`config.mk`:
```
export PLATFORM = sky130hd
export DESIGN_NAME = mesh_flit_source
export DESIGN_NICKNAME = d
export VERILOG_FILES = /design/src/rtl/mesh_flit_source_pkg.sv /design/src/rtl/mesh_flit_source_credit_tracker.sv /design/src/rtl/mesh_flit_source.sv
export SDC_FILE = /design/constraint.sdc
export NUM_CORES = 1
export LEC_CHECK = 0
export CAP_MARGIN = 5
export CORE_MARGIN = 2
export CORE_UTILIZATION = 40
export DETAILED_ROUTE_END_ITERATION = 12
export DONT_BUFFER_PORTS = 1
export GPL_TIMING_DRIVEN = 1
export PLACE_DENSITY = 0.62
export REMOVE_ABC_BUFFERS = 1
export SLEW_MARGIN = 20
export SYNTH_ARGS = -nofsm -noshare
export SYNTH_HDL_FRONTEND = slang
export SYNTH_SLANG_ARGS = --single-unit
export TNS_END_PERCENT = 30
```
`constraint.sdc`:
```
create_clock -name clk -period 5.66 [get_ports clk]
set_input_delay 0 -clock clk [delete_from_list [all_inputs] [get_ports clk]]
set_output_delay 0 -clock clk [all_outputs]
set_load 0.02 [all_outputs]
```
`src/rtl/mesh_flit_source_pkg.sv`:
```
// Shared types, layout constants and mesh helpers for the mesh flit source.
package mesh_flit_source_pkg;

    typedef enum logic [1:0] {
        ST_IDLE = 2'd0,
        ST_HEAD = 2'd1,
        ST_BODY = 2'd2
    } src_state_e;

    localparam int MESH_NODES     = 9;
    localparam int DIM_WIDTH      = 2;
    localparam int PKT_ID_WIDTH   = 32;
    // Payload top bits: src dims (4) + packet id (32); the rest is the flit index.
    localparam int PAYLOAD_HDR_W  = 2 * DIM_WIDTH + PKT_ID_WIDTH;

    function automatic int clogb(input int value);
        int r;
        r = 0;
        while ((1 << r) < value) r++;
        return r;
    endfunction

    function automatic logic [3:0] next_node(input logic [3:0] node);
        return (node == 4'(MESH_NODES - 1)) ? 4'd0 : node + 4'd1;
    endfunction

    // Returns {dim1, dim2} for node = 3*dim1 + dim2.
    function automatic logic [3:0] node_dims(input logic [3:0] node);
        logic [3:0] dims;
        case (node)
            4'd0:    dims = {2'd0, 2'd0};
            4'd1:    dims = {2'd0, 2'd1};
            4'd2:    dims = {2'd0, 2'd2};
            4'd3:    dims = {2'd1, 2'd0};
            4'd4:    dims = {2'd1, 2'd1};
            4'd5:    dims = {2'd1, 2'd2};
            4'd6:    dims = {2'd2, 2'd0};
            4'd7:    dims = {2'd2, 2'd1};
            4'd8:    dims = {2'd2, 2'd2};
            default: dims = 4'd0;
        endcase
        return dims;
    endfunction

endpackage

```
`src/rtl/mesh_flit_source_credit_tracker.sv`:
```
// Per-VC downstream credit counters with saturation error and round-robin VC pick.
module src_credit_tracker
    import mesh_flit_source_pkg::*;
#(
    parameter int num_vcs = 8,
    parameter int credits = 8
) (
    input  logic                       clk,
    input  logic                       rst_n,
    input  logic                       credit_valid_i,
    input  logic [clogb(num_vcs)-1:0]  credit_vc_i,
    input  logic                       debit_valid_i,
    input  logic [clogb(num_vcs)-1:0]  debit_vc_i,
    input  logic                       head_sent_i,
    output logic [num_vcs-1:0]         credit_nz_o,
    output logic                       any_credit_o,
    output logic [clogb(num_vcs)-1:0]  grant_vc_o,
    output logic                       error_o
);

    localparam int VC_W  = clogb(num_vcs);
    localparam int CNT_W = clogb(credits + 1);
    localparam logic [CNT_W-1:0] CNT_MAX = CNT_W'(credits);

    logic [CNT_W-1:0] count_q [num_vcs];
    logic [CNT_W-1:0] count_d [num_vcs];
    logic [num_vcs-1:0] inc_vec, dec_vec, credit_nz;
    logic               error_q, error_d;
    logic [VC_W-1:0]    rr_q, rr_d, grant;
    logic [VC_W:0]      cand;
    logic               found;

    always_comb begin
        for (int v = 0; v < num_vcs; v++) begin
            inc_vec[v]   = credit_valid_i && (credit_vc_i == VC_W'(v));
            dec_vec[v]   = debit_valid_i && (debit_vc_i == VC_W'(v));
            credit_nz[v] = (count_q[v] != '0);
        end
    end

    // A return and a send on the same VC cancel, so only a lone return can overflow.
    always_comb begin
        error_d = error_q;
        for (int v = 0; v < num_vcs; v++) begin
            count_d[v] = count_q[v];
            if (inc_vec[v] && !dec_vec[v]) begin
                if (count_q[v] == CNT_MAX) error_d = 1'b1;
                else                       count_d[v] = count_q[v] + CNT_W'(1);
            end else if (dec_vec[v] && !inc_vec[v] && count_q[v] != '0) begin
                count_d[v] = count_q[v] - CNT_W'(1);
            end
        end
    end

    always_comb begin
        grant = '0;
        found = 1'b0;
        cand  = '0;
        for (int i = 0; i < num_vcs; i++) begin
            cand = {1'b0, rr_q} + (VC_W+1)'(i);
            if (cand >= (VC_W+1)'(num_vcs)) cand = cand - (VC_W+1)'(num_vcs);
            if (!found && credit_nz[cand[VC_W-1:0]]) begin
                found = 1'b1;
                grant = cand[VC_W-1:0];
            end
        end
    end

    always_comb begin
        rr_d = rr_q;
        if (head_sent_i) rr_d = (grant == VC_W'(num_vcs - 1)) ? '0 : grant + VC_W'(1);
    end

    always_ff @(posedge clk or negedge rst_n) begin
        if (!rst_n) begin
            for (int v = 0; v < num_vcs; v++) count_q[v] <= CNT_MAX;
            error_q <= 1'b0;
            rr_q    <= '0;
        end else begin
            for (int v = 0; v < num_vcs; v++) count_q[v] <= count_d[v];
            error_q <= error_d;
            rr_q    <= rr_d;
        end
    end

    assign credit_nz_o  = credit_nz;
    assign any_credit_o = |credit_nz;
    assign grant_vc_o   = grant;
    assign error_o      = error_q;

endmodule

```
`src/rtl/mesh_flit_source.sv`:
```
// Credit-based packet generator driving one mesh router injection channel.
// state | meaning
// IDLE  | waiting for enable, injection slot and any VC credit
// HEAD  | sending head flit on round-robin VC, locking that VC
// BODY  | sending payload flits on locked VC, stalling without credit
module mesh_flit_source
    import mesh_flit_source_pkg::*;
#(
    parameter int          num_vcs            = 8,
    parameter int          buffer_size        = 64,
    parameter int          flit_data_width    = 64,
    parameter int          route_info_width   = 14,
    parameter int          max_payload_length = 4,
    parameter int          min_payload_length = 1,
    parameter int          src_dim1           = 0,
    parameter int          src_dim2           = 0,
    parameter int          num_packets        = 16,
    parameter int          inject_threshold   = 128,
    parameter logic [15:0] lfsr_seed          = 16'hACE1
) (
    input  logic                                        clk,
    input  logic                                        reset,
    input  logic                                        enable,
    input  logic [clogb(num_vcs):0]                     flow_ctrl,
    output logic [clogb(num_vcs)+flit_data_width+2:0]   channel,
    output logic [31:0]                                 pkt_count,
    output logic                                        done,
    output logic                                        error
);

    localparam int VC_W     = clogb(num_vcs);
    localparam int CREDITS  = buffer_size / num_vcs;
    localparam int LEN_SPAN = max_payload_length - min_payload_length + 1;
    localparam int LCODE_W  = (clogb(LEN_SPAN) < 1) ? 1 : clogb(LEN_SPAN);
    localparam int LEN_W    = clogb(max_payload_length + 1);
    localparam int IDX_W    = flit_data_width - PAYLOAD_HDR_W;
    localparam int CH_W     = VC_W + flit_data_width + 3;
    localparam logic [3:0] OWN_NODE = 4'(3 * src_dim1 + src_dim2);

    src_state_e           state_q, state_d;
    logic [15:0]          lfsr_q, lfsr_d;
    logic [31:0]          pkt_count_q, pkt_count_d;
    logic                 done_q, done_d;
    logic [VC_W-1:0]      locked_vc_q, locked_vc_d;
    logic [LEN_W-1:0]     flit_idx_q, flit_idx_d;
    logic [LEN_W-1:0]     len_q, len_d;
    logic [LCODE_W-1:0]   len_code_q, len_code_d;
    logic [3:0]           dest_q, dest_d;
    logic [CH_W-1:0]      channel_q, channel_d;

    logic [num_vcs-1:0]   credit_nz;
    logic                 any_credit;
    logic [VC_W-1:0]      grant_vc;
    logic                 credit_error;

    logic                 send_valid, send_head, head_sent, link_d, inject_ok;
    logic [VC_W-1:0]      send_vc;
    logic [flit_data_width-1:0] send_data, head_data, payload_data;
    logic [3:0]           head_node, head_dims;

    assign lfsr_d    = {lfsr_q[0] ^ lfsr_q[2] ^ lfsr_q[3] ^ lfsr_q[5], lfsr_q[15:1]};
    assign inject_ok = ({25'd0, lfsr_q[6:0]} < 32'(inject_threshold));

    // The destination walk never targets this source's own node.
    assign head_node = (dest_q == OWN_NODE) ? next_node(dest_q) : dest_q;
    assign head_dims = node_dims(head_node);

    always_comb begin
        head_data = '0;
        head_data[DIM_WIDTH-1:0]             = head_dims[3:2];
        head_data[2*DIM_WIDTH-1:DIM_WIDTH]   = head_dims[1:0];
        head_data[route_info_width +: LCODE_W] = len_code_q;
    end

    assign payload_data = {2'(src_dim2), 2'(src_dim1), pkt_count_q, IDX_W'(flit_idx_q)};

    always_comb begin
        state_d     = state_q;
        pkt_count_d = pkt_count_q;
        done_d      = done_q;
        locked_vc_d = locked_vc_q;
        flit_idx_d  = flit_idx_q;
        len_d       = len_q;
        len_code_d  = len_code_q;
        dest_d      = dest_q;
        send_valid  = 1'b0;
        send_head   = 1'b0;
        send_vc     = '0;
        send_data   = '0;
        head_sent   = 1'b0;
        case (state_q)
            ST_IDLE: begin
                if (enable && !done_q && inject_ok && any_credit) state_d = ST_HEAD;
            end
            ST_HEAD: begin
                if (any_credit) begin
                    send_valid  = 1'b1;
                    send_head   = 1'b1;
                    send_vc     = grant_vc;
                    send_data   = head_data;
                    head_sent   = 1'b1;
                    locked_vc_d = grant_vc;
                    flit_idx_d  = LEN_W'(1);
                    len_d       = LEN_W'(min_payload_length) + LEN_W'(len_code_q);
                    dest_d      = next_node(head_node);
                    state_d     = ST_BODY;
                end
            end
            ST_BODY: begin
                if (credit_nz[locked_vc_q]) begin
                    send_valid = 1'b1;
                    send_vc    = locked_vc_q;
                    send_data  = payload_data;
                    if (flit_idx_q == len_q) begin
                        state_d     = ST_IDLE;
                        pkt_count_d = pkt_count_q + 32'd1;
                        len_code_d  = (len_code_q == LCODE_W'(LEN_SPAN - 1)) ? '0
                                                                             : len_code_q + LCODE_W'(1);
                        if (num_packets != 0 && pkt_count_d == 32'(num_packets)) done_d = 1'b1;
                    end else begin
                        flit_idx_d = flit_idx_q + LEN_W'(1);
                    end
                end
            end
            default: state_d = ST_IDLE;
        endcase
        link_d    = (state_d != ST_IDLE) || send_valid;
        channel_d = {link_d, send_valid, send_vc, send_head, send_data};
    end

    src_credit_tracker #(
        .num_vcs (num_vcs),
        .credits (CREDITS)
    ) u_credit (
        .clk            (clk),
        .rst_n          (reset),
        .credit_valid_i (flow_ctrl[VC_W]),
        .credit_vc_i    (flow_ctrl[VC_W-1:0]),
        .debit_valid_i  (send_valid),
        .debit_vc_i     (send_vc),
        .head_sent_i    (head_sent),
        .credit_nz_o    (credit_nz),
        .any_credit_o   (any_credit),
        .grant_vc_o     (grant_vc),
        .error_o        (credit_error)
    );

    always_ff @(posedge clk or negedge reset) begin
        if (!reset) begin
            state_q     <= ST_IDLE;
            lfsr_q      <= lfsr_seed;
            pkt_count_q <= '0;
            done_q      <= 1'b0;
            locked_vc_q <= '0;
            flit_idx_q  <= '0;
            len_q       <= '0;
            len_code_q  <= '0;
            dest_q      <= '0;
            channel_q   <= '0;
        end else begin
            state_q     <= state_d;
            lfsr_q      <= lfsr_d;
            pkt_count_q <= pkt_count_d;
            done_q      <= done_d;
            locked_vc_q <= locked_vc_d;
            flit_idx_q  <= flit_idx_d;
            len_q       <= len_d;
            len_code_q  <= len_code_d;
            dest_q      <= dest_d;
            channel_q   <= channel_d;
        end
    end

    assign channel   = channel_q;
    assign pkt_count = pkt_count_q;
    assign done      = done_q;
    assign error     = credit_error;

endmodule

```
==> flow_summary.json, run 1 <==
{
  "utilization": 0.4472,
  "synthDistinctLibCells": 91,
  "worstMarginPinSlew_ps": 791.7,
  "cp.arrival_ps": 5710,
  "max_slew_margin": 0.4681,
  "grt_pass1_wl_um": 31960,
  "pin_count": 111,
  "netlist_top_cells_area": "dfrtp_1, xnor2_1, ha_1",
  "fp.dieArea_mm2": 0.02236,
  "synthFlopType": "dfrtp_1",
  "synth_edf_count": 0,
  "area_growth_pct": 10.26,
  "clk_latency_ps": 430,
  "cts.htree.levels": 4,
  "port_buffers": 0,
  "max_freq_mhz": 187.2,
  "min_period_ps": 5341,
  "drc_errors": 0,
  "grt_overflow_total": 0,
  "layout.cells.non_filler": 1175,
  "fin_skew_ps": 10.99,
  "cts_tree": "done",
  "initial_core_util": 0.4056,
  "die_x_um": 149.5,
  "rows": 53,
  "firstDrtPassIters": 5,
  "synth_top_area_frac": 0.3604,
  "gp_congestion": 0.9357,
  "antenna_found_initial": 0,
  "grt_max_degree": 131,
  "maxCapViolations": 0,
  "setup_viol": 0,
  "cts_buffers": 17,
  "vias": 6484,
  "multi_input_comb_area_mm2": 0.004876,
  "synth_cells": 885,
  "place_ws_ps": 594.6,
  "track_usage": 0.1799,
  "avgRoutedWirePerCell_um": 16.84,
  "required_ps": 6020,
  "ant_nets": 0,
  "yosysTopAreaCell": "dfrtp_1",
  "syn_area_mm2": 0.008472,
  "worstPathMaxFanout": 6,
  "final.setup.worst_slack_ps": 319.0,
  "grt_pass1_vias": 6090,
  "synth-seq-area-share": 0.3852,
  "cts-root-buf": "clkbuf_16",
  "post_drt_via_cell_ratio": 5.518,
  "min_period_over_period": 0.9436,
  "cp-end-kind": "register",
  "hold_class": "in2reg",
  "routed_wl_um": 19790,
  "clkSinkCount": 130,
  "power.total_uw": 4892,
  "synthArstFlopShare": 1.000,
  "worst_setup_path_start_kind": "register",
  "core_mm2": 0.02089,
  "seq_area_mm2": 0.003263,
  "drtIter0Drc": 357,
  "status": "finished, final reports clean",
  "antenna_cells": 0,
  "fill_cells": 1924,
  "path_class": "reg2reg",
  "hpwlAfterDp_um": 14060,
  "leakage_uw": 0.003998,
  "finalHoldViolCount": 0,
  "clk_pin_slew_worst_paths_ps": 60,
  "layout.nets": 935,
  "ys_ff_latch": 130,
  "dp.cells": 1132,
  "powerDensity_mw_per_mm2": 523.6,
  "whs_ps": 17.14,
  "report.final.slew_viol_count": 0,
  "cts_buffer_depth": 2,
  "ir_drop_v": 0.0003035,
  "yosys_warnings": 0,
  "synth.avg_cell_area_um2": 9.573,
  "fp.dieH_um": 149.5,
  "layout-drive-gt1-share": 0.1111
}
==> kinds of logic (layout without fill, tap and decap cells) <==
family,count (synthesis),count (layout),share of synthesized area
xor+xnor,71,71,0.07429
other cells,1,26,0.0004426
simple gates,364,364,0.2252
mux,36,36,0.05952
fa+ha+maj,41,41,0.06764
compound gates,156,156,0.1356
flops,130,130,0.3852
buf+inv,86,76,0.05213
==> layout by cell type (no fill, tap or decap), drive strengths merged, types with 4 or more instances in the layout <==
master	synthesis	routed
or2	7	7
ha	33	33
nand2	86	86
a221oi	4	4
nor2	61	61
dfstp	8	8
nand4	15	15
a31oi	6	6
mux4	9	9
dlygate4sd3	0	6
conb	1	26
o311ai	5	5
dfrtp	122	122
nor2b	5	5
nand2b	14	14
o211ai	4	4
or4	12	12
a21o	15	15
mux2	12	12
and3	21	21
o21ai	29	29
o21a	5	5
xnor2	58	58
inv	25	35
a22o	4	4
nor3	40	40
a211oi	6	6
nor4	15	15
xor2	13	13
or3	10	10
and2	41	41
o22ai	6	6
nand3	27	27
fa	8	8
a21oi	33	33
clkbuf	29	17
mux2i	15	15
buf	32	13
nor3b	4	4
==> synthesized netlist by cell type, drive strengths merged, types with 4 or more instances <==
library cell  number
dfrtp            122
nand2             86
nor2              61
xnor2             58
and2              41
nor3              40
a21oi             33
ha                33
buf               32
clkbuf            29
o21ai             29
nand3             27
inv               25
and3              21
a21o              15
mux2i             15
nand4             15
nor4              15
nand2b            14
xor2              13
mux2              12
or4               12
or3               10
mux4               9
dfstp              8
fa                 8
or2                7
a211oi             6
a31oi              6
o22ai              6
nor2b              5
o21a               5
o311ai             5
a221oi             4
a22o               4
nor3b              4
o211ai             4
==> worst max-delay path, cell delays in order (launching register included) <==
cell and delay (ps):
dfrtp_1 440, or4_1 660, mux4_2 610, o2111a_1 180, nor4_1 320, a211oi_1 140
or3_4 380, a311o_4 380, nand3b_1 280, nand2_1 280, ha_1 280, a21o_1 150
a21o_1 200, nor2_1 150, nand3_1 110, a22oi_1 140, dlygate4sd3_1 580
==> area by class of cell <==
cell class	instances	area share
clock buffers	17	0.04554
clock inverters	15	0.01728
inverters	25	0.01005
multi-input cells	694	0.5220
flip-flops and latches	130	0.3493
well taps	275	0.03683
repair buffers	19	0.01902
==> power by group <==
| group | switching [uW] | leakage [uW] | total (uW) | internal (uW) |
|---|---|---|---|---|
| Clock | 478 | 0.000279 | 1100 | 624 |
| Combinational | 1300 | 0.00203 | 2250 | 952 |
| Sequential | 367 | 0.00169 | 1540 | 1170 |
==> final timing paths <==
path / from / endpoint / slack [ps] / cells past startpoint
setup / recovery: u_credit.count_q[12] / u_credit.count_q[27] / 320 / 16
hold / removal: flow_ctrl[0] / u_credit.count_q[31] / 20 / 3
setup reg to reg: u_credit.count_q[12] / u_credit.count_q[27] / 320 / 16
hold reg to reg: len_q[0] / len_q[0] / 510 / 2
max in group asynchronous: reset / dest_q[3] / 4880 / 2
min in group asynchronous: reset / u_credit.count_q[13] / 120 / 2
==> state kept, by name, indices dropped and copies added (netlist names) <==
register,flops
len_code_q,2
channel,44
u_credit.rr_q,3
pkt_count,32
state_q,2
u_credit.count_q,32
len_q,3
locked_vc_q,3
flit_idx_q,3
done,1
dest_q,4
u_credit.error_o,1
==> timing repair <==
item                       CTS  global route
setup buffers                0             4
setup endpoints to repair    0             1
resized for setup            0             3
hold buffers                 7             0
hold endpoints to repair   134             0
==> stage by stage <==
stage / setup TNS, ps / area (um^2)
after floorplan: 0 / 8218
after global placement: 0 / 8622
after detailed placement: 0 / 8622
after CTS: 0 / 9296
after global routing: -17.64 / 9341
final: 0 / 9341
==> layer usage <==
layer | vias to the layer above | track usage | share of wire
met3 | 32 | 0.04421 | 0.048
li1 | 3144 | - | -
met5 | - | 0 | 0
met2 | 152 | 0.2768 | 0.46
met1 | 3156 | 0.2473 | 0.47
met4 | 0 | 0.06238 | 0.024
Power figures use the tool's default switching activity.
==> run 2, diff against run 1 <==
- CTS_BUF_LIST: unset -> sky130_fd_sc_hd__clkbuf_4
==> run 2 against run 1 <==
Compared with the run above: global-route usage fell by 0.066 points; sequential share of layout area rose by 0.93 points; maximum frequency rose by 0.61%; clock power fell by 40%; routed wire length fell by 0.56%; utilization fell by 1.2 points; clock skew rose by 23 ps; worst setup slack improved by 32 ps; critical path type unchanged; cell area fell by 2.6%; sequential power barely moved; largest power group unchanged; clock-buffer cell count did not move.
==> flow_summary.json, run 2 (same netlist as run 1, synthesis figures left out) <==
{
  "cts.htree.levels": 4,
  "max_slew_margin": 0.4824,
  "fin_tns_setup_ps": 0,
  "fp.dieH_um": 149.5,
  "worst_setup_path_start_kind": "register",
  "cts_tree": "done",
  "layout-drive-gt1-share": 0.1116,
  "rows": 53,
  "finalInstanceArea_mm2": 0.009099,
  "grt_pass1_wl_um": 31840,
  "port_buffers": 0,
  "fp.dieArea_mm2": 0.02236,
  "max_freq_mhz": 188.4,
  "clk_latency_ps": 580,
  "min_period_ps": 5309,
  "avgRoutedWirePerCell_um": 16.66,
  "report.final.slew_viol_count": 0,
  "cts_buffer_depth": 2,
  "layout.cells.non_filler": 1181,
  "core_mm2": 0.02089,
  "status": "finished, final reports clean",
  "setup_viol": 0,
  "area_growth_pct": 7.399,
  "finalHoldViolCount": 0,
  "ir_drop_v": 0.0002259,
  "vias": 6490,
  "cts_buffers": 17,
  "largest_reg_flops": 44,
  "grt_max_degree": 131,
  "clk_pin_slew_worst_paths_ps": 140,
  "worstPathMaxFanout": 6,
  "pin_count": 111,
  "hpwlAfterDp_um": 14060,
  "cp.arrival_ps": 5820,
  "firstDrtPassIters": 4,
  "post_drt_via_cell_ratio": 5.495,
  "worstMarginPinSlew_ps": 770.5,
  "grt_pass1_vias": 6103,
  "routed_wl_um": 19680,
  "layout_commonest_cell": "dfrtp_1",
  "initial_core_util": 0.4056,
  "grt_overflow_total": 0,
  "clkSinkCount": 130,
  "drc_errors": 0,
  "final_cell_mix": "dfrtp_1, nand2_1, nor2_1, xnor2_1, and2_1",
  "antenna_found_initial": 1,
  "layout.nets": 940,
  "leakage_uw": 0.003888,
  "required_ps": 6170,
  "drtIter0Drc": 359,
  "dpl-instance-area_mm2": 0.008622,
  "track_usage": 0.1793,
  "ant_nets": 0,
  "dp.cells": 1132,
  "cts-root-buf": "clkbuf_4",
  "die_x_um": 149.5,
  "rsz0062_at_grt": "no",
  "powerDensity_mw_per_mm2": 488.8,
  "hold_class": "in2reg",
  "fill_cells": 1969,
  "min_period_over_period": 0.9379,
  "gp_congestion": 0.9357,
  "maxCapViolations": 0,
  "path_class": "reg2reg",
  "fin_skew_ps": 34.35,
  "cp-end-kind": "register"
}
## run 2: cell types whose count changed in the layout (fill, tap and decap cells not counted)
cell / before / now
clkbuf_16: 17 / 0
clkbuf_4: 0 / 17
diode_2: 0 / 1
nand2_1: 86 / 85
nand2_2: 0 / 1
dlygate4sd3_1: 6 / 11
## run 2: layout make-up
type | count | area, um^2 | share of cell area
Multi-Input combinational cell | 694 | 4878 | 0.5362
Sequential cell | 130 | 3263 | 0.3586
Tap cell | 275 | 344.1 | 0.03782
Timing Repair Buffer | 24 | 227.7 | 0.02503
Clock inverter | 15 | 161.4 | 0.01774
Clock buffer | 17 | 127.6 | 0.01403
Inverter | 25 | 93.84 | 0.01031
Antenna cell | 1 | 2.502 | 0.0002750
## run 2: where the power goes
group	leakage (uW)	internal [uW]	switching (uW)
sequential	0.00169	1170	367
combinational	0.00205	953	1300
clock	0.000148	237	422
total	0.00389	2360	2090
## run 2: through the flow
stage	total power, uW	setup WS [ps]	util	hold WS (ps)
2_1_floorplan	3155	777.3	-	-295.6
3_3_place_gp	3700	675.3	0.4128	-289.8
3_5_place_dp	3706	594.6	0.4128	-289.8
4_1_cts	4422	198.4	0.4327	40.82
5_1_grt	4820	42.08	0.4356	298.6
6_report	4447	351.3	0.4356	326.7
## run 2: worst paths after layout
path	to	cells past startpoint	from	slack [ps]
setup / recovery	u_credit.count_q[27]	16	u_credit.count_q[12]	350
hold / removal	state_q[0]	4	enable	330
setup reg to reg	u_credit.count_q[27]	16	u_credit.count_q[12]	350
hold reg to reg	len_q[0]	2	len_q[0]	520
max in group asynchronous	u_credit.count_q[29]	3	reset	4540
min in group asynchronous	u_credit.count_q[13]	3	reset	490
## run 2: per-layer routing
layer | GRT usage | part of all wire | routed length [um] | up-vias
met5 | 0 | 0 | 0 | -
met2 | 0.2732 | 0.46 | 9039 | 161
met1 | 0.2472 | 0.47 | 9156 | 3150
li1 | - | - | - | 3145
met4 | 0.07095 | 0.025 | 496 | 0
met3 | 0.04055 | 0.050 | 987 | 34
## run 2: timing repair
action | in CTS | in global routing
hold buffers | 11 | 1
buffers inserted | 0 | 4
endpoints found under the setup margin | 0 | 1
endpoints found under the hold margin | 151 | 1
gates resized for setup | 0 | 4
## run 2: critical path, stage by stage (launching register included)
cell           delay [ps]
dfrtp_1               470
or4_1                 670
mux4_2                610
o2111a_1              190
nor4_1                320
a211oi_1              140
or3_4                 380
a311o_4               390
nand3b_1              290
nand2_2               220
ha_1                  250
a21o_1                150
a21o_1                200
nor2_1                150
nand3_1               100
a22oi_1               140
dlygate4sd3_1         570
==> run 3, diff against run 2 <==
- CORE_ASPECT_RATIO: unset -> 0.75
- CORE_UTILIZATION: 40 -> 63
- PLACE_DENSITY: 0.62 -> 0.87
==> run 3 against run 2 <==
Compared with the run above: worst hold slack worse by 320 ps; clock power grew 10%; critical path depth up 2; worst setup slack lost 190 ps; routed wire length down 0.84%; die area is 36% lower; via count grew 4.6%; sequential power barely moved; first-iteration DRC count grew 120%; register-to-register slack worse by 190 ps; cell count shrank 9.1%; critical endpoint unchanged; largest power group unchanged.
==> flow_summary.json, run 3 (same netlist as run 1, synthesis figures left out) <==
{
  "worstPathMaxFanout": 11,
  "pin_count": 111,
  "final_cell_mix": "dfrtp_1, nand2_1, nor2_1, xnor2_1, and2_1",
  "core_mm2": 0.01306,
  "clkSinkCount": 130,
  "fin_skew_ps": 23.32,
  "port_buffers": 0,
  "report.final.slew_viol_count": 0,
  "finalInstanceArea_mm2": 0.008974,
  "status": "finished, final reports clean",
  "layout-drive-gt1-share": 0.1063,
  "drtIter0Drc": 799,
  "wl_met3_um": 1775,
  "hold_class": "in2async",
  "wl_met2_um": 8617,
  "clk_latency_ps": 580,
  "rsz0062_at_grt": "no",
  "post_drt_via_cell_ratio": 6.321,
  "leakage_uw": 0.003902,
  "wl_met1_um": 8691,
  "largest_reg_flops": 44,
  "cts-root-buf": "clkbuf_4",
  "max_slew_margin": 0.5038,
  "r2r.worst_path.cells": 18,
  "initial_core_util": 0.6486,
  "maxCapViolations": 0,
  "cts_buffers": 17,
  "rows": 36,
  "routed_wl_um": 19510,
  "die_x_um": 137.9,
  "grt_overflow_total": 0,
  "grt_pass1_wl_um": 32230,
  "antenna_found_initial": 0,
  "grt_pass1_vias": 6204,
  "min_period_ps": 5495,
  "max_freq_mhz": 182.0,
  "area_growth_pct": 5.922,
  "ant_nets": 0,
  "avgRoutedWirePerCell_um": 18.17,
  "r2r-end": "u_credit.count_q[27]",
  "fin_tns_setup_ps": 0,
  "grt_max_degree": 131,
  "cts_tree": "done",
  "antenna_cells": 0,
  "dpl-instance-area_mm2": 0.008477,
  "hpwlAfterDp_um": 13530,
  "cts_buffer_depth": 2,
  "clk_pin_slew_worst_paths_ps": 140,
  "layout_commonest_cell": "dfrtp_1",
  "routed.top_layer": "met4",
  "fp.dieArea_mm2": 0.01440,
  "layout.nets": 938,
  "setup_viol": 0,
  "required_ps": 6170,
  "powerDensity_mw_per_mm2": 505.3,
  "fp.dieH_um": 104.4,
  "worstMarginPinSlew_ps": 738.7,
  "firstDrtPassIters": 6,
  "min_period_over_period": 0.9709,
  "ir_drop_v": 0.0003030,
  "track_usage": 0.2826,
  "cp-end-kind": "register",
  "worst_setup_path_start_kind": "register",
  "vias": 6789,
  "cts.htree.levels": 4,
  "path_class": "reg2reg",
  "cp.arrival_ps": 6010,
  "finalHoldViolCount": 0,
  "gp_congestion": 0.9964,
  "drc_errors": 0,
  "r2r_slack_ps": 160,
  "reg2reg_from": "u_credit.rr_q[0]"
}
[run 3: changes by cell type in the layout (fill, tap and decap cells not counted), sizes merged]
cell | before | now
diode | 1 | 0
buf | 13 | 12
dlygate4sd3 | 11 | 10
clkinvlp | 3 | 1
bufinv | 1 | 3
inv | 35 | 32
clkinv | 1 | 4
[run 3: power by group]
group	total [uW]	internal (uW)	switching [uW]	leakage, uW
registers	1550	1170	375	0.00169
clock network	727	320	407	0.000171
logic	2260	946	1320	0.00204
total	4530	2440	2100	0.00390
[run 3: how the worst max path moves through the flow]
stage / startpoint / to / slack [ps] / cells past startpoint
floorplan: u_credit.rr_q[0] / u_credit.count_q[19] / 780 / 18
global placement: u_credit.rr_q[0] / u_credit.count_q[19] / 730 / 18
detailed placement: u_credit.rr_q[0] / u_credit.count_q[19] / 690 / 18
CTS: u_credit.count_q[24] / u_credit.count_q[27] / 170 / 16
global route: u_credit.count_q[17] / u_credit.count_q[23] / 8 / 18
finish: u_credit.rr_q[0] / u_credit.count_q[27] / 160 / 18
[run 3: worst max-delay path, cell delays in order, from the launching register on]
cell and delay (ps):
dfrtp_1 400, inv_1 240, ha_1 450, nor2b_1 210
a22o_1 300, nor3_1 570, nor4_1 160, a211oi_1 480
or3_4 250, a311o_4 260, nand3b_1 250, nand2_1 200
ha_1 330, a21o_1 160, a21o_1 200, nor2_1 140
nand3_1 100, a22oi_1 140, dlygate4sd3_1 570
[run 3: repair_timing]
action                                  CTS  global route
endpoints found under the hold margin   150             0
hold buffers                             11             0
resized for setup                         0             1
endpoints found under the setup margin    0             1
buffers inserted                          0             5
[run 3: cell type report]
class / count / area (um^2)
Multi-Input combinational cell: 694 / 4868
Clock buffer: 17 / 127.6
Tap cell: 171 / 214.0
Inverter: 25 / 93.84
Sequential cell: 130 / 3263
Clock inverter: 15 / 196.4
Fill cell: 977 / 4089
Timing Repair Buffer: 22 / 210.2
[run 3: routing by layer]
metal,up-vias,track usage
met5,-,0
met4,0,0.07653
met3,57,0.08528
met2,340,0.3975
met1,3243,0.4237
li1,3149,-
[run 3: stage by stage]
stage	total power [uW]	worst slack, ps	std cells	utilization	hold slack [ps]
global route	4857	7.729	1074	0.6870	69.33
floorplan	3155	777.3	849	-	-295.6
CTS	4440	172.7	1069	0.6835	14.46
detailed placement	3669	687.0	1026	0.6489	-291.3
finish	4535	164.6	1074	0.6870	7.623
global placement	3611	728.8	1026	0.6489	-291.6
